<file path="config.mk">
export PLATFORM = sky130hd
export DESIGN_NAME = apb_irq_sleep_ctrl
export DESIGN_NICKNAME = d
export VERILOG_FILES = /design/src/rtl/apb_irq_sleep_ctrl.sv
export SDC_FILE = /design/constraint.sdc
export NUM_CORES = 1
export LEC_CHECK = 0
export ABC_AREA = 1
export BUFFER_PORTS_ARGS = -buffer_cell sky130_fd_sc_hd__buf_2
export CAP_MARGIN = 30
export CORE_MARGIN = 1
export CORE_UTILIZATION = 50
export CTS_BUF_LIST = sky130_fd_sc_hd__clkbuf_16
export DETAILED_ROUTE_END_ITERATION = 8
export GPL_TIMING_DRIVEN = 0
export HOLD_SLACK_MARGIN = 0.03
export PLACE_DENSITY = 0.75
export SLEW_MARGIN = 20
export SYNTH_ARGS = -nofsm -noshare
export SYNTH_HDL_FRONTEND = slang
export SYNTH_SLANG_ARGS = --single-unit
export TNS_END_PERCENT = 5
</file>
<file path="constraint.sdc">
create_clock -name HCLK -period 2.5 [get_ports HCLK]
set_clock_uncertainty 0.05 [all_clocks]
set_input_delay 0.375 -clock HCLK [delete_from_list [all_inputs] [get_ports HCLK]]
set_output_delay 0.375 -clock HCLK [all_outputs]
set_load 0.05 [all_outputs]
</file>
<file path="src/rtl/apb_irq_sleep_ctrl.sv">
// apb_irq_sleep_ctrl
//   APB interrupt/event controller with an integrated core sleep sequencer.
//   Each line has edge/level capture, a mask, software set/clear and takes
//   part in a lowest-index-first ID encoder. A four-state FSM stops core
//   fetch, gates the core clock while asleep and, on wake-up, re-enables
//   fetch after WAKE_CYCLES clock-running cycles.
//
// Ports
//   HCLK, HRESET               clock, synchronous active-high reset
//   PADDR/PWDATA/PWRITE/PSEL/PENABLE, PRDATA/PREADY/PSLVERR   APB slave
//   irq_i                      interrupt sources (synchronous to HCLK)
//   irq_o, irq_valid_o         pending & mask, and its OR-reduction
//   core_busy_i                core has not yet drained
//   fetch_en_o, clk_gate_core_o  core fetch enable / clock enable

// Per-line capture and pending state.
module apb_irq_line (
  input  logic HCLK,
  input  logic HRESET,
  input  logic irq,
  input  logic edge_mode,
  input  logic sw_set,
  input  logic sw_clr,
  output logic pend
);
  logic irq_q;
  logic cap;

  // Edge mode: rising edge only. Level mode: every cycle the source is high.
  assign cap = edge_mode ? (irq & ~irq_q) : irq;

  always_ff @(posedge HCLK) begin
    if (HRESET) begin
      irq_q <= 1'b0;
      pend  <= 1'b0;
    end else begin
      irq_q <= irq;
      // Hardware capture beats CLEAR, which beats SET.
      if (cap)         pend <= 1'b1;
      else if (sw_clr) pend <= 1'b0;
      else if (sw_set) pend <= 1'b1;
    end
  end
endmodule

module apb_irq_sleep_ctrl #(
  parameter int NUM_IRQ        = 32,
  parameter int APB_ADDR_WIDTH = 12,
  parameter int WAKE_CYCLES    = 4
) (
  input  logic                      HCLK,
  input  logic                      HRESET,
  input  logic [APB_ADDR_WIDTH-1:0] PADDR,
  input  logic [31:0]               PWDATA,
  input  logic                      PWRITE,
  input  logic                      PSEL,
  input  logic                      PENABLE,
  output logic [31:0]               PRDATA,
  output logic                      PREADY,
  output logic                      PSLVERR,
  input  logic [NUM_IRQ-1:0]        irq_i,
  output logic [NUM_IRQ-1:0]        irq_o,
  output logic                      irq_valid_o,
  input  logic                      core_busy_i,
  output logic                      fetch_en_o,
  output logic                      clk_gate_core_o
);
  localparam logic [2:0] A_MASK  = 3'd0;
  localparam logic [2:0] A_PEND  = 3'd1;
  localparam logic [2:0] A_SET   = 3'd2;
  localparam logic [2:0] A_CLR   = 3'd3;
  localparam logic [2:0] A_MODE  = 3'd4;
  localparam logic [2:0] A_ID    = 3'd5;
  localparam logic [2:0] A_SLEEP = 3'd6;
  localparam logic [2:0] A_STAT  = 3'd7;

  typedef enum logic [1:0] {
    S_RUN   = 2'b00,
    S_REQ   = 2'b01,
    S_SLEEP = 2'b10,
    S_WAKE  = 2'b11
  } state_t;

  state_t state_q, state_d;

  logic [NUM_IRQ-1:0] mask_q, mode_q, pend;
  logic [NUM_IRQ-1:0] sw_set, sw_clr;
  logic [7:0]         cnt_q;
  logic               aborted_q;
  logic [2:0]         idx;
  logic               unmapped, acc, wr, rd, ro_wr;
  logic [4:0]         id_idx;
  logic               unused_addr;

  assign unused_addr = ^PADDR[1:0];

  // Anything at offset 0x20 or above belongs to no register.
  generate
    if (APB_ADDR_WIDTH > 5) begin : g_hi
      assign unmapped = |PADDR[APB_ADDR_WIDTH-1:5];
    end else begin : g_nohi
      assign unmapped = 1'b0;
    end
  endgenerate

  assign idx    = PADDR[4:2];
  assign acc    = PSEL & PENABLE;
  assign ro_wr  = (idx == A_PEND) | (idx == A_ID) | (idx == A_STAT);
  // Erroring accesses must have no side effects, so they are excluded here.
  assign wr     = acc & PWRITE & ~unmapped & ~ro_wr;
  assign rd     = acc & ~PWRITE & ~unmapped;

  assign PREADY  = 1'b1;
  assign PSLVERR = acc & (unmapped | (PWRITE & ro_wr));

  assign sw_set = (wr && idx == A_SET) ? PWDATA[NUM_IRQ-1:0] : '0;
  assign sw_clr = (wr && idx == A_CLR) ? PWDATA[NUM_IRQ-1:0] : '0;

  // Per-line capture, one instance per interrupt line.
  apb_irq_line u_line [NUM_IRQ-1:0] (
    .HCLK      (HCLK),
    .HRESET    (HRESET),
    .irq       (irq_i),
    .edge_mode (mode_q),
    .sw_set    (sw_set),
    .sw_clr    (sw_clr),
    .pend      (pend)
  );

  always_ff @(posedge HCLK) begin
    if (HRESET) begin
      mask_q <= '0;
      mode_q <= '0;
    end else if (wr) begin
      if (idx == A_MASK) mask_q <= PWDATA[NUM_IRQ-1:0];
      if (idx == A_MODE) mode_q <= PWDATA[NUM_IRQ-1:0];
    end
  end

  assign irq_o       = pend & mask_q;
  assign irq_valid_o = |irq_o;

  // Lowest active index wins: scan downwards so the last hit is the lowest.
  always_comb begin
    id_idx = 5'd0;
    for (int i = NUM_IRQ - 1; i >= 0; i--) begin
      if (irq_o[i]) id_idx = 5'(i);
    end
  end

  always_comb begin
    PRDATA = 32'h0;
    if (PSEL && !PWRITE && !unmapped) begin
      case (idx)
        A_MASK:  PRDATA = 32'(mask_q);
        A_PEND:  PRDATA = 32'(pend);
        A_MODE:  PRDATA = 32'(mode_q);
        A_ID:    PRDATA = irq_valid_o ? {1'b1, 26'h0, id_idx} : 32'h0;
        A_STAT:  PRDATA = {29'h0, aborted_q, state_q};
        default: PRDATA = 32'h0;
      endcase
    end
  end

  // Sleep FSM: state register.
  always_ff @(posedge HCLK) begin
    if (HRESET) state_q <= S_RUN;
    else        state_q <= state_d;
  end

  // Sleep FSM: next state. A pending interrupt aborts a request even if the
  // core drains in the same cycle.
  always_comb begin
    state_d = state_q;
    case (state_q)
      S_RUN:   if (wr && idx == A_SLEEP && PWDATA[0]) state_d = S_REQ;
      S_REQ:   if (irq_valid_o)       state_d = S_RUN;
               else if (!core_busy_i) state_d = S_SLEEP;
      S_SLEEP: if (irq_valid_o)       state_d = S_WAKE;
      S_WAKE:  if (cnt_q == 8'd0)     state_d = S_RUN;
      default: state_d = S_RUN;
    endcase
  end

  // Sleep FSM: outputs.
  always_comb begin
    fetch_en_o      = 1'b0;
    clk_gate_core_o = 1'b1;
    case (state_q)
      S_RUN:   fetch_en_o      = 1'b1;
      S_SLEEP: clk_gate_core_o = 1'b0;
      default: ;
    endcase
  end

  // Settle counter loads only on SLEEP->WAKE and saturates at 0.
  always_ff @(posedge HCLK) begin
    if (HRESET) begin
      cnt_q <= 8'd0;
    end else if (state_q == S_SLEEP && irq_valid_o) begin
      cnt_q <= 8'(WAKE_CYCLES - 1);
    end else if (state_q == S_WAKE && cnt_q != 8'd0) begin
      cnt_q <= cnt_q - 8'd1;
    end
  end

  // Abort flag: a new abort wins over a simultaneous clear-on-read.
  always_ff @(posedge HCLK) begin
    if (HRESET)                            aborted_q <= 1'b0;
    else if (state_q == S_REQ && irq_valid_o) aborted_q <= 1'b1;
    else if (rd && idx == A_STAT)          aborted_q <= 1'b0;
  end
endmodule

</file>
==> results.cfg <==
[status]
status = finished, violations left
violations = setup timing

[sta]
slew_headroom_pct = 49.3
timing.final.crit_share_pct = 135
drv_slew = 0
setup_ws_ns = -0.869
layout_min_cycle_time_ns = 3.37
fmax_mhz = 297
hold_viol = 0
rsz0062_at_grt = yes
setup_violations = 14
tightest_slew_ns = 0.761
fin_tns_setup_ns = -2.15

[yosys]
synth_fp_nets = 1094
async_flop_share_pct = 0
synthDistinctLibCells = 35
seq_area_frac_synth_pct = 40.8
synth_ff_type = dfxtp_1
ys_warn_count = 0
ys_ff_latch = 139
synth_area_leaders = dfxtp_1 41%, nand2_1 12%, inv_1 9.4%
synth_edf_count = 0
synthCells = 1010
yosysMostFrequentCell = nand2_1
synth_common_cells = 222 x nand2_1, 171 x inv_1, 139 x dfxtp_1, 139 x nor2_1
avgSynthCellArea_um2 = 6.75
yosysTopAreaCellShare_pct = 40.8
synth_top_cell_by_area = dfxtp_1
synth_area_um2 = 6810

[placed_design]
port_buffers = 146
dp_slack_ns = -0.547
dp_hpwl_um = 15600
dp_cells = 1332
place.gp.congestion = 0.918

[min_path]
hp-class = in -> reg

[drt]
post_drt_wl_per_cell_um = 16.2
firstDrtPassIters = 5
wl_um = 22200
viasPerCell = 5.42
postRouteAntennaNets = 0
drc = 0
drt_iter0_markers = 698
vias = 7410

[critical_path]
crit_buf_inv = 2
crit_path_end_kind = output port
cpLargestDelayFamily = simple AND/OR/NAND/NOR gates
critPathRequiredTime_ns = 2.08
arrival_ns = 2.94
startpoint_type = flop
cp_slowest_cell = dfxtp_2
cpPeakStageDelay_ns = 0.36
crit_type = reg -> out
cpMostUsedCell = nand2_1
worst-path-max-fanout = 2

[grt]
gr-total-overflow = 0
grt_start_max_net_pins = 17
grt_usage_pct = 31.9
grt_pass1_vias = 6752
grt_pass1_wl_um = 34400
antenna_found_initial = 0

[layout]
drive_gt1_share_pct = 21.5
fill_cells = 1244
antenna_cells = 0
syn_to_final_growth_pct = 26.8
fin_nets = 1263
final_cells = 1368

[clock_tree]
cts-root-buf = clkbuf_16
clock_sinks = 139
cts_max_level = 4
postCtsHoldBufs = 0
clk_path_buf_depth = 2
cts_tree = yes
cts_buffers = 17
insertion_delay_ns = 0.43
clkTransAtPathRegs_ns = 0.06

[floorplanning]
die_w_um = 119
placementRows = 42
die_area_um2 = 14100
coreArea_um2 = 13200
io_pins = 151
dieHeight_um = 119
start_util_pct = 51.4

[power_and_ir_drop]
p_leak_uw = 0.00407
power_density_nw_per_um2 = 587
vdd_drop_max_mv = 0.403

[flow_run]
maxCapViolCount = 0
-- final cells by class --
| cell class | instances | area (µm²) | share of cell area [%] |
|---|---|---|---|
| Buffer | 50 | 233 | 2.69 |
| Tap cell | 176 | 220 | 2.55 |
| Clock buffer | 17 | 425 | 4.92 |
| Multi-Input combinational cell | 639 | 3300 | 38.2 |
| Timing Repair Buffer | 150 | 870 | 10.1 |
| Clock inverter | 15 | 116 | 1.35 |
| Sequential cell | 139 | 2790 | 32.3 |
| Inverter | 182 | 686 | 7.94 |
-- kinds of logic after synthesis --
| logic type | synth area share (%) |
|---|---|
| and+or+nand+nor | 25.0 |
| DFF | 40.8 |
| AOI/OAI and AO/OA | 20.0 |
| other | 0.0550 |
| adders and majority gates | 0.367 |
| xor gates and xnor gates | 0.514 |
| buffers and inverters | 13.1 |
| muxes | 0.147 |
-- where the power goes --
group	leakage [µW]	total (µW)	switching, µW	internal [µW]
Sequential	0.00114	2350	56.9	2290
Clock	0.000283	2370	945	1430
Combinational	0.00265	350	227	123
Total	0.00407	5070	1230	3840
-- timing repair --
item                       CTS  global route
setup buffers                4             0
gates cloned                 0             0
gates resized for setup     53            33
setup endpoints to repair   31            32
pin swaps                    4             0
-- worst min-delay path, stage by stage --
cell	delay [ns]
buf_2	0.09
inv_1	0.04
nor2_1	0.04
-- metrics by stage --
stage / hold WS [ns] / area (µm²) / total power [µW] / utilization (%)
finish: 0.112 / 8640 / 5070 / 65.2
global route: 0.128 / 8640 / 5210 / 65.2
detailed placement: 0.413 / 7790 / 2730 / 58.8
floorplan: 0.395 / 6840 / 2570 / -
CTS: 0.107 / 8520 / 5060 / 64.3
global placement: 0.411 / 7790 / 2720 / 58.8
-- path summary, 6_finish.rpt --
kind / startpoint / end / slack, ns / cells past startpoint
setup / recovery: u_line[31].pend$_SDFFE_PP0P_ / PRDATA[0] / -0.87 / 35
hold / removal: irq_i[17] / u_line[17].irq_q$_SDFF_PP0_ / 0.11 / 3
setup reg to reg: u_line[1].pend$_SDFFE_PP0P_ / flop / 0.44 / 11
hold reg to reg: mode_q[15]$_SDFFE_PP0P_ / mode_q[15]$_SDFFE_PP0P_ / 0.42 / 2
-- layout by cell type (no fill, tap or decap), drive strengths merged, types with 3 or more instances in the layout --
master and instances:
xor2 3, a41oi 3, clkinv 10, a211oi 64, buf 155, a221oi 5
a21oi 11, nand3 9, clkbuf 62, o21ai 68, a31oi 57, o2111ai 3
inv 185, nor2 140, nand2 251, dfxtp 139, nor3 7, nand4 4
-- layer usage --
layer  vias to the layer above  routed length, µm  GRT usage [%]
met4                         0                656           13.4
met1                      3379               9370           41.4
met2                       384              10300           51.7
met3                        61               1910           6.23
met5                         -                  0              0
li1                       3586                  -              -
-- flip-flops by register name, summed over array words and instances, names as in the netlist, named ones only --
| register | count |
|---|---|
| u_line.irq_q | 32 |
| state_q | 1 |
| mode_q | 32 |
| mask_q | 32 |
| u_line.pend | 32 |
| cnt_q | 8 |
| aborted_q | 1 |
(Power assumes the default switching activity.)
